--- config.mk ---
export PLATFORM = sky130hd
export DESIGN_NAME = ssd_min_search_flat
export DESIGN_NICKNAME = d
export VERILOG_FILES = /design/src/rtl/ssd_pkg.sv /design/src/rtl/ssd_min_search_if.sv /design/src/rtl/ssd_cmp_sel.sv /design/src/rtl/ssd_min_search.sv /design/src/flat_wrapper.sv
export SDC_FILE = /design/constraint.sdc
export NUM_CORES = 1
export LEC_CHECK = 0
export CAP_MARGIN = 20
export CELL_PAD_IN_SITES_DETAIL_PLACEMENT = 1
export CELL_PAD_IN_SITES_GLOBAL_PLACEMENT = 2
export CORE_UTILIZATION = 34
export CTS_BUF_LIST = sky130_fd_sc_hd__clkbuf_16
export CTS_CLUSTER_SIZE = 14
export DETAILED_ROUTE_END_ITERATION = 7
export GPL_ROUTABILITY_DRIVEN = 1
export HOLD_SLACK_MARGIN = 0.12
export PLACE_DENSITY_LB_ADDON = 0.1
export SLEW_MARGIN = 5
export SYNTH_ARGS = -nofsm -noshare
export SYNTH_HDL_FRONTEND = slang
export SYNTH_HIERARCHICAL = 1
export SYNTH_SLANG_ARGS = --single-unit
export TNS_END_PERCENT = 10
--- constraint.sdc ---
create_clock -name clk -period 7.8 [get_ports clk]
set_clock_uncertainty 0.1 [all_clocks]
set_input_delay 2.34 -clock clk [delete_from_list [all_inputs] [get_ports clk]]
set_output_delay 2.34 -clock clk [all_outputs]
set_load 0.1 [all_outputs]
--- src/rtl/ssd_pkg.sv ---
// Shared types and constants for the SSD minimum-search block.
package ssd_pkg;

    localparam int SSD_W = 20;
    localparam logic [SSD_W-1:0] SSD_MAX = 20'hFFFFF;

    typedef enum logic [1:0] {
        IDLE,
        SEARCH,
        DONE
    } state_t;

endpackage

--- src/rtl/ssd_min_search_if.sv ---
// Candidate stream and result bus of ssd_min_search.
// SSD_MIN_EARLY_EXIT_EN adds the thr_ssd early-exit threshold.
interface ssd_min_search_if #(
    parameter int XW = 3,
    parameter int YW = 3
);
    import ssd_pkg::*;

    logic             start;
    logic [SSD_W-1:0] z;
    logic             z_valid;
`ifdef SSD_MIN_EARLY_EXIT_EN
    logic [SSD_W-1:0] thr_ssd;
`endif
    logic             busy;
    logic             done;
    logic [SSD_W-1:0] best_ssd;
    logic [XW-1:0]    best_x;
    logic [YW-1:0]    best_y;

`ifdef SSD_MIN_EARLY_EXIT_EN
    modport master (output start, z, z_valid, thr_ssd,
                    input  busy, done, best_ssd, best_x, best_y);
    modport slave  (input  start, z, z_valid, thr_ssd,
                    output busy, done, best_ssd, best_x, best_y);
`else
    modport master (output start, z, z_valid,
                    input  busy, done, best_ssd, best_x, best_y);
    modport slave  (input  start, z, z_valid,
                    output busy, done, best_ssd, best_x, best_y);
`endif

endinterface

--- src/rtl/ssd_cmp_sel.sv ---
// Combinational compare-and-select: candidate replaces best only on strict less-than,
// so ties keep the earlier candidate in raster order.
module ssd_cmp_sel
    import ssd_pkg::*;
#(
    parameter int XW = 3,
    parameter int YW = 3
) (
    input  logic [SSD_W-1:0] cur_ssd,
    input  logic [XW-1:0]    cur_x,
    input  logic [YW-1:0]    cur_y,
    input  logic [SSD_W-1:0] cand_ssd,
    input  logic [XW-1:0]    cand_x,
    input  logic [YW-1:0]    cand_y,
    output logic [SSD_W-1:0] next_ssd,
    output logic [XW-1:0]    next_x,
    output logic [YW-1:0]    next_y,
    output logic             upd
);

    assign upd      = (cand_ssd < cur_ssd);
    assign next_ssd = upd ? cand_ssd : cur_ssd;
    assign next_x   = upd ? cand_x   : cur_x;
    assign next_y   = upd ? cand_y   : cur_y;

endmodule

--- src/rtl/ssd_min_search.sv ---
// Tracks raster position of each SSD candidate and reports the window minimum with a done pulse.
// SSD_MIN_EARLY_EXIT_EN: a candidate at or below thr_ssd is taken immediately and ends the window.
module ssd_min_search
    import ssd_pkg::*;
#(
    parameter int SRH_W = 8,
    parameter int SRH_H = 8,
    parameter int XW    = 3,
    parameter int YW    = 3
) (
    input  logic              clk,
    input  logic              rst_n,
    ssd_min_search_if.slave   bus
);

    state_t           state_reg, state_next;
    logic [XW-1:0]    cx_reg;
    logic [YW-1:0]    cy_reg;
    logic [SSD_W-1:0] best_ssd_reg;
    logic [XW-1:0]    best_x_reg;
    logic [YW-1:0]    best_y_reg;

    logic [SSD_W-1:0] sel_ssd;
    logic [XW-1:0]    sel_x;
    logic [YW-1:0]    sel_y;
    logic             upd;
    logic             accept;
    logic             last_cand;
    logic             hit;
    logic             cx_wrap;

    assign accept    = (state_reg == SEARCH) && bus.z_valid;
    assign cx_wrap   = (cx_reg == XW'(SRH_W - 1));
    assign last_cand = cx_wrap && (cy_reg == YW'(SRH_H - 1));

`ifdef SSD_MIN_EARLY_EXIT_EN
    assign hit = (bus.z <= bus.thr_ssd);
`else
    assign hit = 1'b0;
`endif

    ssd_cmp_sel #(.XW(XW), .YW(YW)) u_cmp_sel (
        .cur_ssd  (best_ssd_reg),
        .cur_x    (best_x_reg),
        .cur_y    (best_y_reg),
        .cand_ssd (bus.z),
        .cand_x   (cx_reg),
        .cand_y   (cy_reg),
        .next_ssd (sel_ssd),
        .next_x   (sel_x),
        .next_y   (sel_y),
        .upd      (upd)
    );

    always_ff @(posedge clk or negedge rst_n) begin
        if (!rst_n) begin
            state_reg <= IDLE;
        end else begin
            state_reg <= state_next;
        end
    end

    always_comb begin
        state_next = state_reg;
        case (state_reg)
            IDLE:    if (bus.start) state_next = SEARCH;
            SEARCH:  if (accept && (last_cand || hit)) state_next = DONE;
            DONE:    state_next = IDLE;
            default: state_next = IDLE;
        endcase
    end

    always_ff @(posedge clk or negedge rst_n) begin
        if (!rst_n) begin
            cx_reg       <= '0;
            cy_reg       <= '0;
            best_ssd_reg <= '0;
            best_x_reg   <= '0;
            best_y_reg   <= '0;
        end else if ((state_reg == IDLE) && bus.start) begin
            cx_reg       <= '0;
            cy_reg       <= '0;
            best_ssd_reg <= SSD_MAX;
            best_x_reg   <= '0;
            best_y_reg   <= '0;
        end else if (accept) begin
            // An early-exit hit overrides the compare: the threshold match wins outright.
            if (hit) begin
                best_ssd_reg <= bus.z;
                best_x_reg   <= cx_reg;
                best_y_reg   <= cy_reg;
            end else begin
                best_ssd_reg <= sel_ssd;
                best_x_reg   <= sel_x;
                best_y_reg   <= sel_y;
            end
            if (cx_wrap) begin
                cx_reg <= '0;
                cy_reg <= cy_reg + YW'(1);
            end else begin
                cx_reg <= cx_reg + XW'(1);
            end
        end
    end

    // Status outputs decode the state register directly, so they stay registered.
    assign bus.busy     = (state_reg == SEARCH);
    assign bus.done     = (state_reg == DONE);
    assign bus.best_ssd = best_ssd_reg;
    assign bus.best_x   = best_x_reg;
    assign bus.best_y   = best_y_reg;

    logic unused_upd;
    assign unused_upd = upd;

endmodule
--- src/flat_wrapper.sv ---
// flat-port wrapper written by rule: the top's interface ports become plain ports
module ssd_min_search_flat import ssd_pkg::*;
#(
    parameter int SRH_W = 8,
    parameter int SRH_H = 8,
    parameter int XW    = 3,
    parameter int YW    = 3
)
  (clk, rst_n, bus_start, bus_z, bus_z_valid, bus_busy, bus_done, bus_best_ssd, bus_best_x, bus_best_y);
  ssd_min_search_if #(.XW(XW), .YW(YW)) bus_i ();
  input  logic clk;
  input  logic rst_n;
  input wire logic [$bits(bus_i.start)-1:0] bus_start;
  input wire logic [$bits(bus_i.z)-1:0] bus_z;
  input wire logic [$bits(bus_i.z_valid)-1:0] bus_z_valid;
  output wire logic [$bits(bus_i.busy)-1:0] bus_busy;
  output wire logic [$bits(bus_i.done)-1:0] bus_done;
  output wire logic [$bits(bus_i.best_ssd)-1:0] bus_best_ssd;
  output wire logic [$bits(bus_i.best_x)-1:0] bus_best_x;
  output wire logic [$bits(bus_i.best_y)-1:0] bus_best_y;
  assign bus_i.start = bus_start;
  assign bus_i.z = bus_z;
  assign bus_i.z_valid = bus_z_valid;
  assign bus_busy = bus_i.busy;
  assign bus_done = bus_i.done;
  assign bus_best_ssd = bus_i.best_ssd;
  assign bus_best_x = bus_i.best_x;
  assign bus_best_y = bus_i.best_y;
  ssd_min_search #(.SRH_W(SRH_W), .SRH_H(SRH_H), .XW(XW), .YW(YW)) u_core (.clk(clk), .rst_n(rst_n), .bus(bus_i));
endmodule
==> flow_summary.ini <==
[setup_path]
crit_path_start_kind = primary input
slowest_stage = or4_4
max_stage_delay_ns = 0.57
worst-setup-path-type = primary input to flip-flop
cp-end-kind = flip-flop
rr_worst_depth = 8
crit_fanout = 17
cp_data_required_time_ns = 7.87
path_cells = clkdlybuf4s50_1 > ha_1 > nand4_2 > or4_4 > o221ai_4 > buf_4 > mux2_2 > o22a_2
cp.arrival_ns = 5.27

[power]
internal_power_uw = 659
power_frac_seq_pct = 22.8
ir_drop_v = 0.000187
p_leak_uw = 0.00142
p_sw_share_pct = 47.5
power.share.combinational_pct = 57.0
power.switching_uw = 596
power_frac_clock_pct = 20.2
power_density_nw_per_um2 = 411
total_power_uw = 1250

[die]
die_w_um = 85.0
fp.dieH_um = 85.0
die-area_um2 = 7230
core_area_um2 = 6490
ioPinCount = 52
initial_core_util_pct = 36.1
rows = 29

[grt]
overflow = 0
grt_max_degree = 35
antenna_found_initial = 0
grt_pass1_wl_um = 8980
grt_pass1_vias = 1796
grt_use_total_pct = 15.7

[synthesis]
syn-cell-area_um2 = 2340
avgSynthCellArea_um2 = 10.7
yosysWarnings = 6
synth_fp_nets = 265
postSynthCellCount = 218

[place]
gp_congestion = 0.689
portBuffers = 51
place_hpwl_um = 3730

[detailed_routing]
wirelength_um = 5220
vias = 1733
drtAntennaViolNets = 0
wl_per_cell_um = 15.1
drt_pass1_iterations = 4
drc = 0
via_per_inst = 5.01
drtIter0Drc = 72

[cells_and_area]
drive_gt1_share_pct = 19.0
n_fill_cell = 726
n_antenna_cell = 0
largest_reg_flops = 20
nNetsFinal = 315
syn_to_final_growth_pct = 30.2

[clock_tree]
root_buffer = clkbuf_16
cts_setup_buffers = 0
insertion_delay_ns = 0.28
clkSlewWorstSetupHoldPaths_ns = 0.05
cts_inserted_buffers = 5
cts_tree = built
htree_levels = 2
postCtsHoldBufs = 0
cts_buffer_depth = 2
clock-sinks = 34
cts_resized = 0

[timing]
finalSetupViolCount = 0
timing.fmax_mhz = 192
drv_slew = 0
finalHoldViolations = 0
min_period_ns = 5.20
rsz0062_at_grt = false
finalCritPeriodShare_pct = 66.7
tns_ns = 0
slew_headroom_pct = 33.6
tightest_slew_ns = 0.992

[status]
outcome = finished, final reports clean

[hold_path]
hold_path_depth = 1
hp-class = flip-flop to flip-flop

[run]
drv_cap = 0
## layout make-up
class	instances	area, um^2	area share, %
Multi-Input combinational cell	155	1320	43.2
Sequential cell	34	851	27.9
Timing Repair Buffer	53	526	17.2
Clock buffer	5	125	4.10
Tap cell	77	96.3	3.16
Inverter	19	71.3	2.34
Clock inverter	3	63.8	2.09
## layout by cell type (no fill, tap or decap), drive strengths merged, types with 2 or more instances in the layout
master,instances
clkdlybuf4s50,51
inv,19
nand3b,2
buf,2
mux2,26
o22a,9
nand2,33
dfrtp,34
bufinv,2
o21ai,6
a21oi,12
ha,23
a22o,7
clkbuf,5
nand4,3
a211oi,2
nor2b,3
nor2,5
nand3,15
## per-layer routing
metal	wire length, um	GRT usage [%]	share of wire, %
met5	0	0	0
met4	63	4.16	1.2
met3	227	3.31	4.4
met2	2290	25.0	44
met1	2640	21.7	51
## path summary, 6_finish.rpt
kind / end / slack [ns] / start
min reg2reg: u_core/bus.best_y[0]$_DFFE_PN0P_ / 0.43 / u_core/bus.best_y[0]$_DFFE_PN0P_
max in group asynchronous: u_core/cy_reg[1]$_DFFE_PN0P_ / 4.87 / rst_n
min in group asynchronous: u_core/bus.best_ssd[7]$_DFFE_PN0P_ / 2.39 / rst_n
min: u_core/bus.best_y[0]$_DFFE_PN0P_ / 0.43 / u_core/bus.best_y[0]$_DFFE_PN0P_
max: u_core/bus.best_ssd[0]$_DFFE_PN0P_ / 2.60 / bus_z[17]
max reg2reg: u_core/bus.best_ssd[0]$_DFFE_PN0P_ / 4.67 / u_core/bus.best_ssd[19]$_DFFE_PN0P_
## through the flow
step	setup WS (ns)	cells	area (um^2)	utilization, %	hold slack (ns)
finish	2.60	346	3050	47.0	0.429
CTS	2.59	346	3050	47.0	0.436
detailed placement	2.30	338	2860	44.1	0.417
floorplan	3.17	218	2340	-	0.387
global route	2.49	346	3050	47.0	0.466
global placement	2.30	338	2860	44.1	0.412
## worst max-delay path, delay by kind of cell
kind | cells | cell delay [ns]
adders and majority gates | 1 | 0.32
AOI/OAI and AO/OA | 2 | 0.66
buffers and inverters | 2 | 0.85
and+or+nand+nor | 2 | 0.71
muxes | 1 | 0.37
## power by group through the flow
stage | Sequential, uW | Clock (uW) | Combinational (uW)
6_report | 286 | 254 | 716
5_1_grt | 295 | 269 | 758
4_1_cts | 287 | 261 | 722
3_5_place_dp | 289 | 0 | 719
3_3_place_gp | 288 | 0 | 715
2_1_floorplan | 588 | 0 | 275
Power figures use the tool's default switching activity.
